===== config.mk =====
export PLATFORM = sky130hd
export DESIGN_NAME = mem_access_unit_flat
export DESIGN_NICKNAME = d
export VERILOG_FILES = /design/src/rtl/mem_access_unit_if.sv /design/src/rtl/mem_access_unit.sv /design/src/flat_wrapper.sv
export SDC_FILE = /design/constraint.sdc
export NUM_CORES = 1
export LEC_CHECK = 0
export ABC_AREA = 1
export CAP_MARGIN = 20
export CORE_MARGIN = 2
export CORE_UTILIZATION = 46
export CTS_CLUSTER_DIAMETER = 150
export DETAILED_ROUTE_END_ITERATION = 8
export PLACE_DENSITY_LB_ADDON = 0.05
export SETUP_SLACK_MARGIN = 0.5
export SLEW_MARGIN = 40
export SYNTH_ARGS = -nofsm -noshare
export SYNTH_HDL_FRONTEND = slang
export SYNTH_SLANG_ARGS = --single-unit
export TNS_END_PERCENT = 50

===== constraint.sdc =====
create_clock -name clk -period 2 [get_ports clk]
set_input_delay 0.4 -clock clk [delete_from_list [all_inputs] [get_ports clk]]
set_output_delay 0.4 -clock clk [all_outputs]
set_load 0.01 [all_outputs]

===== src/rtl/mem_access_unit_if.sv =====
// Data-memory port of the RV32I memory access stage.
// The master drives address, read enable, byte strobes and write data; the slave returns read data.
interface mem_access_unit_if;
    logic        data_read;
    logic [31:0] data_addr;
    logic [3:0]  data_write;
    logic [31:0] data_in;
    logic [31:0] data_out;

    modport master (
        output data_read,
        output data_addr,
        output data_write,
        output data_in,
        input  data_out
    );

    modport slave (
        input  data_read,
        input  data_addr,
        input  data_write,
        input  data_in,
        output data_out
    );
endinterface


===== src/rtl/mem_access_unit.sv =====
// Multi-cycle load/store stage between execute and write-back.
// It holds a word-aligned address for MEM_LATENCY cycles and returns extended load data.
module mem_access_unit #(
    parameter int unsigned MEM_LATENCY = 1
) (
    input  logic                      clk,
    input  logic                      rst,
    input  logic                      req_valid,
    input  logic                      memory_read_enable,
    input  logic                      memory_write_enable,
    input  logic [2:0]                funct3,
    input  logic [31:0]               alu_result,
    input  logic [31:0]               reg2_data,
    output logic                      stall,
    output logic                      done,
    output logic                      misaligned,
    output logic [31:0]               wb_memory_read_data,
    mem_access_unit_if.master         mem
);

    typedef enum logic [1:0] {IDLE, ACCESS, WAIT, RESP} state_t;

    state_t      state, state_next;
    logic [3:0]  count;
    logic [31:0] addr_q;
    logic [1:0]  off_q;
    logic [2:0]  f3_q;
    logic        load_q;
    logic [3:0]  strobe_q;
    logic [31:0] sdata_q;

    logic        is_load, is_store, is_mem, aligned, accept, last_cycle;
    logic [3:0]  strobe_d;
    logic [31:0] sdata_d, lane, load_ext;

    assign is_load    = memory_read_enable;
    assign is_store   = memory_write_enable & ~memory_read_enable;
    assign is_mem     = req_valid & (is_load | is_store);
    assign accept     = (state == IDLE) & is_mem & aligned;
    assign last_cycle = ((state == ACCESS) || (state == WAIT)) && (count == 4'd0);

    // funct3[1:0] picks the access width; every encoding beyond byte/halfword is a word.
    always_comb begin
        // NOTE: every output of a combinational block gets a default first so no latch is inferred.
        aligned  = 1'b1;
        strobe_d = 4'b1111;
        sdata_d  = reg2_data;
        case (funct3[1:0])
            2'b00: begin
                strobe_d = 4'b0001 << alu_result[1:0];
                sdata_d  = {4{reg2_data[7:0]}};
            end
            2'b01: begin
                aligned  = ~alu_result[0];
                strobe_d = 4'b0011 << alu_result[1:0];
                sdata_d  = {2{reg2_data[15:0]}};
            end
            default: aligned = (alu_result[1:0] == 2'b00);
        endcase
    end

    always_comb begin
        lane     = mem.data_out >> {off_q, 3'b000};
        load_ext = lane;
        case (f3_q)
            3'b000:  load_ext = {{24{lane[7]}}, lane[7:0]};
            3'b001:  load_ext = {{16{lane[15]}}, lane[15:0]};
            3'b100:  load_ext = {24'd0, lane[7:0]};
            3'b101:  load_ext = {16'd0, lane[15:0]};
            default: load_ext = lane;
        endcase
    end

    always_comb begin
        state_next     = state;
        stall          = 1'b0;
        done           = 1'b0;
        misaligned     = 1'b0;
        mem.data_read  = 1'b0;
        mem.data_addr  = 32'd0;
        mem.data_write = 4'd0;
        mem.data_in    = 32'd0;
        case (state)
            IDLE: begin
                if (is_mem) begin
                    if (aligned) begin
                        stall      = 1'b1;
                        state_next = ACCESS;
                    end else begin
                        misaligned = 1'b1;
                    end
                end
            end
            ACCESS: begin
                stall         = 1'b1;
                mem.data_addr = addr_q;
                if (load_q) begin
                    mem.data_read = 1'b1;
                end else begin
                    mem.data_write = strobe_q;
                    mem.data_in    = sdata_q;
                end
                state_next = (count == 4'd0) ? RESP : WAIT;
            end
            WAIT: begin
                stall         = 1'b1;
                mem.data_addr = addr_q;
                mem.data_read = load_q;
                if (count == 4'd0) state_next = RESP;
            end
            RESP: begin
                done       = 1'b1;
                state_next = IDLE;
            end
            default: state_next = IDLE;
        endcase
        // IDLE outputs follow the request inputs, so reset must mask them directly.
        if (!rst) begin
            stall          = 1'b0;
            done           = 1'b0;
            misaligned     = 1'b0;
            mem.data_read  = 1'b0;
            mem.data_addr  = 32'd0;
            mem.data_write = 4'd0;
            mem.data_in    = 32'd0;
        end
    end

    always_ff @(posedge clk or negedge rst) begin
        if (!rst) begin
            state               <= IDLE;
            count               <= 4'd0;
            addr_q              <= 32'd0;
            off_q               <= 2'd0;
            f3_q                <= 3'd0;
            load_q              <= 1'b0;
            strobe_q            <= 4'd0;
            sdata_q             <= 32'd0;
            wb_memory_read_data <= 32'd0;
        end else begin
            // NOTE: sequential state uses non-blocking assignments so every register samples pre-edge values.
            state <= state_next;
            if (accept) begin
                addr_q   <= {alu_result[31:2], 2'b00};
                off_q    <= alu_result[1:0];
                f3_q     <= funct3;
                load_q   <= is_load;
                strobe_q <= strobe_d;
                sdata_q  <= sdata_d;
                count    <= 4'(MEM_LATENCY - 1);
            end else if (((state == ACCESS) || (state == WAIT)) && (count != 4'd0)) begin
                count <= count - 4'd1;
            end
            if (last_cycle && load_q) wb_memory_read_data <= load_ext;
        end
    end

endmodule


===== src/flat_wrapper.sv =====
// flat-port wrapper written by rule: the top's interface ports become plain ports
module mem_access_unit_flat 
#(
    parameter int unsigned MEM_LATENCY = 1
)
  (clk, rst, req_valid, memory_read_enable, memory_write_enable, funct3, alu_result, reg2_data, stall, done, misaligned, wb_memory_read_data, mem_data_read, mem_data_addr, mem_data_write, mem_data_in, mem_data_out);
  mem_access_unit_if mem_i ();
  input  logic clk;
  input  logic rst;
  input  logic req_valid;
  input  logic memory_read_enable;
  input  logic memory_write_enable;
  input  logic [2:0] funct3;
  input  logic [31:0] alu_result;
  input  logic [31:0] reg2_data;
  output logic stall;
  output logic done;
  output logic misaligned;
  output logic [31:0] wb_memory_read_data;
  output wire logic [$bits(mem_i.data_read)-1:0] mem_data_read;
  output wire logic [$bits(mem_i.data_addr)-1:0] mem_data_addr;
  output wire logic [$bits(mem_i.data_write)-1:0] mem_data_write;
  output wire logic [$bits(mem_i.data_in)-1:0] mem_data_in;
  input wire logic [$bits(mem_i.data_out)-1:0] mem_data_out;
  assign mem_data_read = mem_i.data_read;
  assign mem_data_addr = mem_i.data_addr;
  assign mem_data_write = mem_i.data_write;
  assign mem_data_in = mem_i.data_in;
  assign mem_i.data_out = mem_data_out;
  mem_access_unit #(.MEM_LATENCY(MEM_LATENCY)) u_core (.clk(clk), .rst(rst), .req_valid(req_valid), .memory_read_enable(memory_read_enable), .memory_write_enable(memory_write_enable), .funct3(funct3), .alu_result(alu_result), .reg2_data(reg2_data), .stall(stall), .done(done), .misaligned(misaligned), .wb_memory_read_data(wb_memory_read_data), .mem(mem_i));
endmodule

==> metrics.txt <==
Synth area leader dfrtp_1; CP Data Required Time about 1.6 ns; Die Wd 118.5 um; outcome finished, violations left; Die ar. 14040 sq um; worst-margin pin slew ~0.5 ns; Ports around 210; combinational share of power 60.2%; initial antenna violation count 0; n_diodes 0; Routed WL per cell ~20 um; global-route wire length before repair roughly 34000 um; sequential power share 26.4%; Remaining DRCs 0; Area growth syn-to-layout 83.63%; clk_lat worst skew approximately 0.37 ns; CTS Buffer Depth 2; clk_skew about 0.0069 ns; crit path kind reg -> out; final setup vio count 81; routability cong. ~0.90; post-layout min period between 2 and 2.5 ns; Pint between 8 and 9 mW; vias about 7300; post-DP HPWL approximately 13000 um; clk slew on worst S/H paths about 0.08 ns; pre-CTS setup slack -0.3916 ns; Total Wirelength between 20000 and 30000 um; largest net degree at the start of global routing 47; DP Cell Count between 1000 and 1500; vias in the first global route 6457; footprint of the multi-input gates between 3000 and 4000 sq um; fmax ~450 MHz; most frequent cells in the layout 189 x nand2_1, 133 x inv_1, 110 x dfrtp_1; die height between 100 and 150 um; maxcap violations 0; max_slew headroom about two thirds; Clock Sinks between 100 and 150; share of layout cells above drive strength 1 around 36%; Rows 41; DR iter-0 viols 746; NetSw about 6.4 mW; Final Non-Filler Cells 1322; storage element area between 2000 and 3000 sq um; CP arrival 1.83 ns; clock network power share 13.4%; DRT antenna net count 0; synth top area cells dfrtp_1 46%, nand2_1 16%, inv_1 8.5%, nor2_1 7.0%, nand3_1 5.4%; RSZ-0062 raised after global routing yes; filler instances roughly 670; crit path launch type flip-flop; final worst slack -0.2286 ns; CTS tree yes; synthesized flop and latch total between 100 and 150; critical path fanouts, max 7; Initial Util 47.40%; cell count after synthesis 870; leak pwr 5.540 nW; Critical Path End Type output port; hold crit path type in -> async; total iterations of the first detailed-routing run 6; total CTS buffers 9; CTS root buf clkbuf_16; r2r setup slk -0.10 ns; Vias per Instance about 5.5; Pins Over Slew Limit 0; count of cell types in the netlist 25; register area share after synthesis between 40% and 50%; mean post-synth cell area just under 7 sq um; H-tree levels 3; grt total ovfl 0; worst vdd rail ir drop ~1.0 mV; PwrDens ~1300 nW/um^2; All-Layer GR Usage 30.96%; core area ~13000 sq um; post-synth top area share between 40% and 50%; switch share between 40 and 50%; Fin. Hold Viols 0; port bufs approximately 200; Final Total Pwr between 10 and 15 mW; commonest non-fill, non-tap cell in the layout nand2_1; Final nets ~1300; synth warn 0; final period utilization 111.4%; Post-Syn Area 6031 sq um; failing checks setup timing
==> Yosys cell counts <==
cell type	instances
ha_1	6
buf_1	1
buf_6	1
a21oi_1	6
nand2_1	254
nor2_1	113
o22ai_1	1
o21bai_1	1
nand2_2	1
nand4_1	3
dfrtp_1	110
nand3_2	1
inv_2	3
inv_1	137
o21a_1	1
or2_2	24
nand3_1	65
conb_1	1
o21ai_1	61
nor3_1	1
buf_4	11
o21ai_0	35
clkbuf_1	16
buf_2	16
nor2_4	1
==> critical path, cell delays in order (launching register included) <==
cell and delay, ns:
dfrtp_1 0.45, inv_2 0.09, ha_4 0.31, nand2_8 0.11, buf_12 0.18, buf_12 0.13
nor2_4 0.08, buf_6 0.10
==> power by group through the flow <==
stage	clock [mW]	sequential (mW)	combinational, mW
floorplan	0	3.87	3.81
global placement	0	3.77	6.24
detailed placement	0	3.79	6.33
CTS	1.95	3.74	7.06
global route	2.04	3.95	9.39
finish	1.97	3.87	8.81
==> worst paths after layout <==
path,cells past startpoint,to,from
setup / recovery,7,mem_data_addr[27],u_core.state[0]$_DFFE_PN0P_
max in group asynchronous,4,u_core.strobe_q[2]$_DFFE_PN0P_,rst
setup reg to reg,12,u_core.wb_memory_read_data[22]$_DFFE_PN0P_,u_core.state[0]$_DFFE_PN0P_
min in group clk,2,u_core.wb_memory_read_data[6]$_DFFE_PN0P_,u_core.wb_memory_read_data[6]$_DFFE_PN0P_
hold / removal,2,u_core.state[1]$_DFFE_PN0P_,rst
hold reg to reg,2,u_core.wb_memory_read_data[6]$_DFFE_PN0P_,u_core.wb_memory_read_data[6]$_DFFE_PN0P_
==> through the flow <==
stage	TNS [ns]	utilization (%)	hold WS, ns	cell area, sq um
5_1_grt	-14.88	87.05	0.01356	11070
4_1_cts	-2.707	76.64	0.009273	9751
3_5_place_dp	-18.55	68.08	0.3696	8661
2_1_floorplan	0	-	0.1044	6342
6_report	-9.607	87.05	0.01622	11070
3_3_place_gp	-16.78	68.08	0.3710	8661
==> area by class of cell <==
class | instances | share of cell area [%]
clock inverters | 6 | 0.7231
well taps | 172 | 1.943
repair buffers | 308 | 32.73
multi-input cells | 576 | 32.76
flip-flops and latches | 110 | 24.86
inverters | 140 | 4.824
clock buffers | 10 | 2.158
==> kinds of logic (layout without fill, tap and decap cells) <==
logic type	Yosys count	after routing	share of synthesized area, %
AO/OA/AOI/OAI	105	105	8.818
adder cells (fa/ha/maj)	6	6	1.245
buffers and inverters	185	464	12.66
flip-flops	110	110	45.64
other	1	2	0.06218
AND/OR/NAND/NOR	463	463	31.58
==> metal layers <==
| layer | GRT usage (%) | wire, um | up-vias |
|---|---|---|---|
| met2 | 51.99 | 13310 | 481 |
| met5 | 0 | 0 | - |
| met1 | 39.12 | 9699 | 3480 |
| met4 | 9.896 | 1564 | 0 |
| li1 | - | - | 3197 |
| met3 | 7.915 | 2510 | 130 |
==> sequential cells by signal (all words and copies together), names as in the netlist <==
register and flops:
u_core.addr_q 30, u_core.count 4, u_core.f3_q 3, u_core.load_q 1, u_core.off_q 2, u_core.sdata_q 32, u_core.state 2, u_core.strobe_q 4
u_core.wb_memory_read_data 32
==> what timing repair did <==
action | 4_1_cts | 5_1_grt
setup buffers | 18 | 14
endpoints found under the setup margin | 203 | 220
gates resized for setup | 455 | 233
hold buffers | 0 | 0
gates cloned | 15 | 16
endpoints found under the hold margin | 0 | 0
pin swaps | 41 | 40
No activity file was read; power rests on OpenSTA's default activity.
